`config.mk`:
```
export PLATFORM = sky130hd
export DESIGN_NAME = computie_bus_trace_capture
export DESIGN_NICKNAME = d
export VERILOG_FILES = /design/src/rtl/computie_bus_trace_capture.sv
export SDC_FILE = /design/constraint.sdc
export NUM_CORES = 2
export LEC_CHECK = 0
export CORE_MARGIN = 8
export CORE_UTILIZATION = 55
export DETAILED_ROUTE_END_ITERATION = 10
export PLACE_DENSITY = 0.72
export SLEW_MARGIN = 20
export SYNTH_ARGS = -nofsm -noshare
export SYNTH_HDL_FRONTEND = slang
export SYNTH_SLANG_ARGS = --single-unit
```
`constraint.sdc`:
```
create_clock -name cb_clk -period 8.8 [get_ports cb_clk]
set_input_delay 0.88 -clock cb_clk [delete_from_list [all_inputs] [get_ports cb_clk]]
set_output_delay 0.88 -clock cb_clk [all_outputs]
set_load 0.01 [all_outputs]
```
`src/rtl/computie_bus_trace_capture.sv`:
```
// Passive Computie bus trace capture: decodes bus cycles, filters them, and queues
// {mod, addr, data} records in a first-word fall-through FIFO under an arm/trigger/limit sequence.
module computie_bus_trace_capture #(
    parameter int BITWIDTH = 32,
    parameter int DEPTH    = 32,
    parameter int CNT_W    = 16
) (
    input  logic                    cb_clk,
    input  logic                    cb_reset,
    input  logic                    cb_addr_strobe,
    input  logic                    cb_data_strobe,
    input  logic                    cb_read_write,
    input  logic [BITWIDTH-1:0]     cb_addr_data_bus,
    output logic                    addr_oe,
    output logic                    data_oe,
    input  logic                    record_start,
    input  logic                    record_stop,
    input  logic                    trigger_mode,
    input  logic                    record_trigger,
    input  logic [BITWIDTH-1:0]     filter_mask,
    input  logic [BITWIDTH-1:0]     filter_match,
    input  logic [1:0]              filter_rw,
    input  logic [CNT_W-1:0]        record_limit,
    output logic                    record_end,
    output logic                    record_valid,
    input  logic                    record_ready,
    output logic [2*BITWIDTH+1:0]   record_out,
    output logic [CNT_W-1:0]        captured_count,
    output logic [CNT_W-1:0]        dropped_count
);

    localparam int REC_W = 2*BITWIDTH + 2;
    localparam int AW    = $clog2(DEPTH);

    typedef enum logic [1:0] {B_ADDR, B_DATA, B_END} bus_state_t;
    typedef enum logic [1:0] {IDLE, ARMED, RUN, DONE} cap_state_t;

    bus_state_t              bus_state, bus_next;
    cap_state_t              cap_state, cap_next;
    logic                    addr_oe_next, data_oe_next;
    logic                    addr_load, cycle_done;
    logic [BITWIDTH-1:0]     bus_addr;

    logic [REC_W-1:0]        mem [DEPTH];
    logic [AW-1:0]           wr_ptr, rd_ptr;
    logic [AW:0]             fill;
    logic                    gap;
    logic                    addr_hit, rw_hit, want_push, push, drop, pop, full;

    // ---------------- bus cycle decoder ----------------
    always_comb begin
        bus_next     = bus_state;
        addr_oe_next = addr_oe;
        data_oe_next = data_oe;
        addr_load    = 1'b0;
        cycle_done   = 1'b0;
        case (bus_state)
            B_ADDR: begin
                if (!cb_addr_strobe) begin
                    addr_load    = 1'b1;
                    addr_oe_next = 1'b0;
                    bus_next     = B_DATA;
                end
            end
            B_DATA: begin
                if (!cb_data_strobe) begin
                    addr_oe_next = 1'b1;
                    data_oe_next = 1'b0;
                    bus_next     = B_END;
                end else if (cb_addr_strobe) begin
                    // AS released without a data phase: abandon the cycle
                    addr_oe_next = 1'b1;
                    bus_next     = B_ADDR;
                end
            end
            B_END: begin
                if (cb_data_strobe) begin
                    data_oe_next = 1'b1;
                    cycle_done   = 1'b1;
                    bus_next     = B_ADDR;
                end
            end
            default: bus_next = B_ADDR;
        endcase
    end

    always_ff @(posedge cb_clk or negedge cb_reset) begin
        if (!cb_reset) begin
            bus_state <= B_ADDR;
            addr_oe   <= 1'b1;
            data_oe   <= 1'b1;
            bus_addr  <= '0;
        end else begin
            bus_state <= bus_next;
            addr_oe   <= addr_oe_next;
            data_oe   <= data_oe_next;
            if (addr_load)
                bus_addr <= cb_addr_data_bus;
        end
    end

    // ---------------- capture sequencing ----------------
    always_comb begin
        cap_next = cap_state;
        case (cap_state)
            IDLE:  cap_next = IDLE;
            ARMED: if (record_trigger) cap_next = RUN;
            RUN: begin
                if (((record_limit != '0) && (captured_count == record_limit)) || record_stop)
                    cap_next = DONE;
            end
            DONE:  cap_next = DONE;
            default: cap_next = IDLE;
        endcase
        if (record_start)
            cap_next = trigger_mode ? ARMED : RUN;
    end

    always_ff @(posedge cb_clk or negedge cb_reset) begin
        if (!cb_reset) cap_state <= IDLE;
        else           cap_state <= cap_next;
    end

    assign record_end = (cap_state == DONE);

    // ---------------- filter and push decision ----------------
    assign addr_hit = (((bus_addr ^ filter_match) & filter_mask) == '0);

    always_comb begin
        case (filter_rw)
            2'b01:   rw_hit = !cb_read_write;
            2'b10:   rw_hit = cb_read_write;
            default: rw_hit = 1'b1;
        endcase
    end

    assign pop       = record_valid && record_ready;
    assign full      = (fill == (AW+1)'(DEPTH));
    // a start on the same edge flushes, so any completing cycle is discarded
    assign want_push = cycle_done && (cap_state == RUN) && addr_hit && rw_hit && !record_start;
    assign push      = want_push && (!full || pop);
    assign drop      = want_push && !push;

    // ---------------- FIFO ----------------
    always_ff @(posedge cb_clk) begin
        if (push)
            mem[wr_ptr] <= {gap, cb_read_write, bus_addr, cb_addr_data_bus};
    end

    always_ff @(posedge cb_clk or negedge cb_reset) begin
        if (!cb_reset) begin
            wr_ptr <= '0;
            rd_ptr <= '0;
            fill   <= '0;
        end else if (record_start) begin
            wr_ptr <= '0;
            rd_ptr <= '0;
            fill   <= '0;
        end else begin
            if (push) wr_ptr <= wr_ptr + AW'(1);
            if (pop)  rd_ptr <= rd_ptr + AW'(1);
            fill <= fill + (AW+1)'(push) - (AW+1)'(pop);
        end
    end

    assign record_valid = (fill != '0);
    assign record_out   = record_valid ? mem[rd_ptr] : '0;

    // ---------------- counters and gap tracking ----------------
    always_ff @(posedge cb_clk or negedge cb_reset) begin
        if (!cb_reset) begin
            captured_count <= '0;
            dropped_count  <= '0;
            gap            <= 1'b0;
        end else if (record_start) begin
            captured_count <= '0;
            dropped_count  <= '0;
            gap            <= 1'b0;
        end else if (push) begin
            captured_count <= captured_count + CNT_W'(1);
            gap            <= 1'b0;
        end else if (drop) begin
            if (dropped_count != '1)
                dropped_count <= dropped_count + CNT_W'(1);
            gap <= 1'b1;
        end
    end

endmodule

```
-- After elaboration in Yosys (flattened, before gate mapping)
Memories as Yosys holds them, arrays and structs flattened.
Cells that the tools add are included.
- memories: 1
- bits in writable memories: 2112
- input bits: 124
- output and inout bits: 102
- bits in registers: 87
- equality and inequality tests: 17
- bitwise logic cells: 2
- reductions and logical operators: 31
- muxes and demuxes: 39
- add/subtract/negate cells: 6
- memory list (memory ; words ; bits a word ; read ports ; clocked after memory_dff ; write ports ; RTL line ; text):
    mem ; 32 ; 66 ; 1 ; 0 ; 1 ; 44 ; logic [REC_W-1:0] mem [DEPTH];
- operators with widths (cell ; count):
    $mux 16 ; 6
    $mux 66 ; 1
    $add 16x1->16 const B ; 2
    $and 32x32->32 ; 1
    $logic_not 32->1 ; 1
    $xor 32x32->32 ; 1
    $mux 5 ; 4
    $eq 16x16->1 ; 1
    $mux 2 ; 8
    $ne 16x16->1 const B ; 1
    $reduce_bool 16->1 ; 1
    $mux 1 ; 14
    $reduce_and 3->1 ; 4
    $reduce_bool 2->1 ; 6
    $add 5x1->5 const B ; 2
    $ne 3x3->1 const B ; 3
    $eq 2x2->1 const B ; 4
    $logic_and 1x1->1 ; 8
    $ne 2x2->1 const B ; 4
    $pmux 2 s4 ; 1
    $add 6x1->6 ; 1
    $eq 2x1->1 const B ; 3
    $eq 6x6->1 const B ; 1
    $mux 6 ; 1
    other kinds (9) ; 16

-- Depth between registers and ports, before layout
- depth after elaboration: 12
- depth in mapped cells: 19
- gate-level depth less buffers: 17

-- Worst setup path before layout
OpenSTA, ideal clock, no wires.
- path type: input-to-reg
- from: input filter_rw[0]
- to: memory mem[31][0] (netlist bit) (enable)
- slack: 2.894 ns
- arrival time: 5.415 ns
- stages: 9
- path through: inv_1 ha_1 a2bb2oi_1 nand4_1 or3_1 clkbuf_1 or4_1 buf_2 nor2_1
- longest elaborated chain between the ends: 7
- elaborated cells between the ends (all ways): 8
- classes of those cells: eq/ne: 2; mux: 3; reduce/logical: 3
- RTL lines (what ; RTL line ; text):
    start: declaration ; 22 ; input logic [1:0] filter_rw,
    $eq 2x2->1 or $eq 2x1->1 (tied branches) ; 130 ; case (filter_rw)
    $pmux 1 s2 * ; 130 ;
    $logic_and 1x1->1 * (2 in a row) ; 140 ; assign want_push = cycle_done && (cap_state == RUN) && addr_hit && rw_hit && !record_start;
    $logic_and 1x1->1 * ; 141 ; assign push = want_push && (!full || pop);
    $mux 1 * ; 146 ; if (push)
    $mux 1 (implied by the code) * ; 147 ; mem[wr_ptr] <= {gap, cb_read_write, bus_addr, cb_addr_data_bus};
    end: declaration ; 44 ;
Every way passes the cells marked *; elsewhere a longest branch is shown, timed or not.

-- Final worst setup path
- from: register rd_ptr[1]
- to: output record_out[24]
- longest elaborated chain between the ends: 2
- RTL lines (what ; RTL line ; text):
    start: declaration ; 45 ; logic [AW-1:0] wr_ptr, rd_ptr;
    start signal: assignment ; 161 ; if (pop) rd_ptr <= rd_ptr + AW'(1);
    $mem_v2 32x66 ; n/a ;
    $mux 66 ; 167 ; assign record_out = record_valid ? mem[rd_ptr] : '0;
    end: declaration ; 27 ; output logic [2*BITWIDTH+1:0] record_out,
Every way passes these cells.

==> reports/metrics.cfg <==
[status]
status=completed

[placement]
dp_hpwl_um=121000
io_buffers=225
place_congestion=0.904

[grt]
grt_pass1_vias=42449
globalRouteOverflowTotal=0
track_usage_pct=25.3
antenna_found_initial=9
grt_max_degree=124
grt_pass1_wl_um=309000

[yosys]
synth_nets=3937
synthDominantCellAreaShare_pct=73.9
syn_avg_cell_area_um2=22.6
netlist_area_um2=85800
yosysUniqueCellTypes=55
synth-edff-count=2112
synth_top_area_cell=edfxtp_1
synthArstFlopShare_pct=3.96
synth.area.top_cells=edfxtp_1, mux4_2, dfrtp_1
ys.flop_type=edfxtp_1
yosys_warnings=0
ys_seq_area_share_pct=76.5
ys_ff_latch=2199
syn_inst=3795

[finish]
area_delta_synth_final_pct=14.0
num-fill-cells=10217
layout-drive-gt1-share_pct=26.2
nets=4298

[power_and_ir_drop]
leakage_nw=29.7
powerDensity_nw_per_um2=261
peakVddDrop_mv=0.181

[timing]
fmax_mhz=164
hold_violations=0
relSlewSlack_pct=22.0
fin_worst_skew_ps=41.0
rsz0062_at_grt=no
slew_violations=0
setup_viol=0
setup-tns-final_ps=0
layout_worst_path_cycle_share_pct=69.1
layout_min_cycle_time_ps=6080
fin_hold_ws_ps=89.4
worst_pin_slew_ps=1170

[die]
io-pin-count=226
rows=145
die-area_um2=169000
die_x_um=411
die_y_um=411
coreArea_um2=155000
initial_core_util_pct=55.2

[setup_path]
cp.required_ps=7920
start_kind=flop
crit_family=buffers and inverters
arrival_ps=5200
cp_slowest_cell=dfrtp_4
crit_chain=buf_4, buf_4, mux4_2, mux4_2, mux2i_1, nor2_1, clkdlybuf4s50_1
max_stage_delay_ps=1070
worst-path-buf-inv=3
crit_type=flop to output pin
worstPathMaxFanout=63
endpoint_kind=output pin

[clock_tree]
clockBufferDepth=3
htreeDepth=4
cts_resized=0
path_clk_slew_ps=60
cts_hold_buf=0
cts_buffers=207
cts.sinks=2199
clock_latency_ps=830
tritoncts=built
post_cts_buffers=0
clk_root_buffer_cell=clkbuf_16

[drt]
finalWirelength_um=215000
route.detailed.drc=0
ant_nets=0
vias=41956
drt_pass1_iterations=5
dr.first_iter.drc_count=5396
wl_per_cell_um=33.5
vias_per_cell=6.56

[hold_path]
hold_class=input pin to async pin

[flow_run]
max_cap_viol_count=0

[cell type report]
type	count	area [um^2]	area share, %
flip-flops and latches	2199	65600	67.1
clock buffers	277	5580	5.70
repair buffers	361	3560	3.64
inverters	26	97.6	0.0998
multi-input cells	1361	19400	19.9
well taps	2058	2570	2.63
clock inverters	111	921	0.942
diodes	4	10.0	0.0102
[flip-flops by register name (all words and copies together) (netlist names), 2 cells and up]
signal          flops
bus_addr           32
bus_state           2
cap_state           2
captured_count     16
dropped_count      16
fill                6
mem              2112
rd_ptr              5
wr_ptr              5
[cell usage in the layout (no fill, tap or decap), types with 23 or more instances in the layout]
master	instances
a21oi_1	63
clkinv_1	44
clkbuf_1	60
nor2b_1	39
clkbuf_16	210
xor2_1	45
mux2i_1	127
mux2_2	40
clkinv_2	39
mux4_2	617
a22oi_1	24
inv_1	25
nand3_1	25
edfxtp_1	2112
dfrtp_1	78
buf_12	23
buf_4	111
clkdlybuf4s50_1	213
a211oi_1	42
nor2_4	32
nor2_1	99
nand2_1	31
[stage by stage]
step | util (%) | instance area [um^2] | setup WS (ps) | instances | power (mW)
finish | 62.9 | 97800 | 2720 | 6397 | 25.5
CTS | 62.9 | 97800 | 2640 | 6393 | 25.6
floorplan | - | 85800 | 2890 | 3795 | 15.3
global placement | 58.7 | 91200 | 2340 | 6002 | 17.1
detailed placement | 58.7 | 91300 | 2330 | 6005 | 17.2
global route | 62.9 | 97800 | 2520 | 6393 | 26.3
[cell usage after synthesis, drive strengths merged (2+ instances only)]
master and count:
a21o 5, or4 20, nor4 10, mux2i 127
nand3 25, a211oi 42, xor2 45, a31o 2
clkbuf 104, ha 17, nand4 22, o21ai 9
nor2 131, and2 6, o31ai 16, a2111oi 5
xnor2 12, inv 25, o41ai 4, and3 8
or4b 4, or3 8, dfstp 2, a22oi 24
a31oi 2, edfxtp 2112, dfrtp 85, nand3b 3
nor3 7, a21oi 63, and4 2, buf 105
mux4 617, nand2 31, mux2 41, nor2b 39
nand4b 3
[worst paths after layout]
kind                              start             end  slack, ps  depth (start not counted)
hold / removal                 cb_reset    bus_state[0]         90                          1
max in group asynchronous      cb_reset       rd_ptr[0]       7510                          2
min in group cb_clk             data_oe         data_oe        490                          2
hold reg to reg                 data_oe         data_oe        490                          2
setup / recovery              rd_ptr[1]  record_out[24]       2720                          7
setup reg to reg           bus_addr[10]     mem[16][39]       2720                          8
[per-layer routing]
metal / wire, um / part of all wire (%) / GRT usage, % / up-vias
met4: 5350 / 2.5 / 6.56 / 6
li1: - / - / - / 16812
met1: 84600 / 39 / 36.9 / 22514
met3: 21300 / 10 / 5.20 / 313
met5: 42 / 0.020 / 0 / -
met2: 103000 / 48 / 40.0 / 2311
[power breakdown]
group / internal (mW) / switching [mW] / total (mW)
combinational: 2.17 / 2.60 / 4.77
clock: 4.80 / 3.80 / 8.61
sequential: 11.9 / 0.180 / 12.1
[logic make-up after synthesis]
| kind of cell | Yosys count | share of synthesized area (%) |
|---|---|---|
| AOI/OAI and AO/OA | 177 | 1.36 |
| xor gates and xnor gates | 57 | 0.582 |
| adders and majority gates | 18 | 0.271 |
| buffers and inverters | 235 | 1.15 |
| DFF | 2199 | 76.5 |
| muxes | 785 | 18.2 |
| and+or+nand+nor | 324 | 1.93 |
No activity file was read; power rests on OpenSTA's default activity.
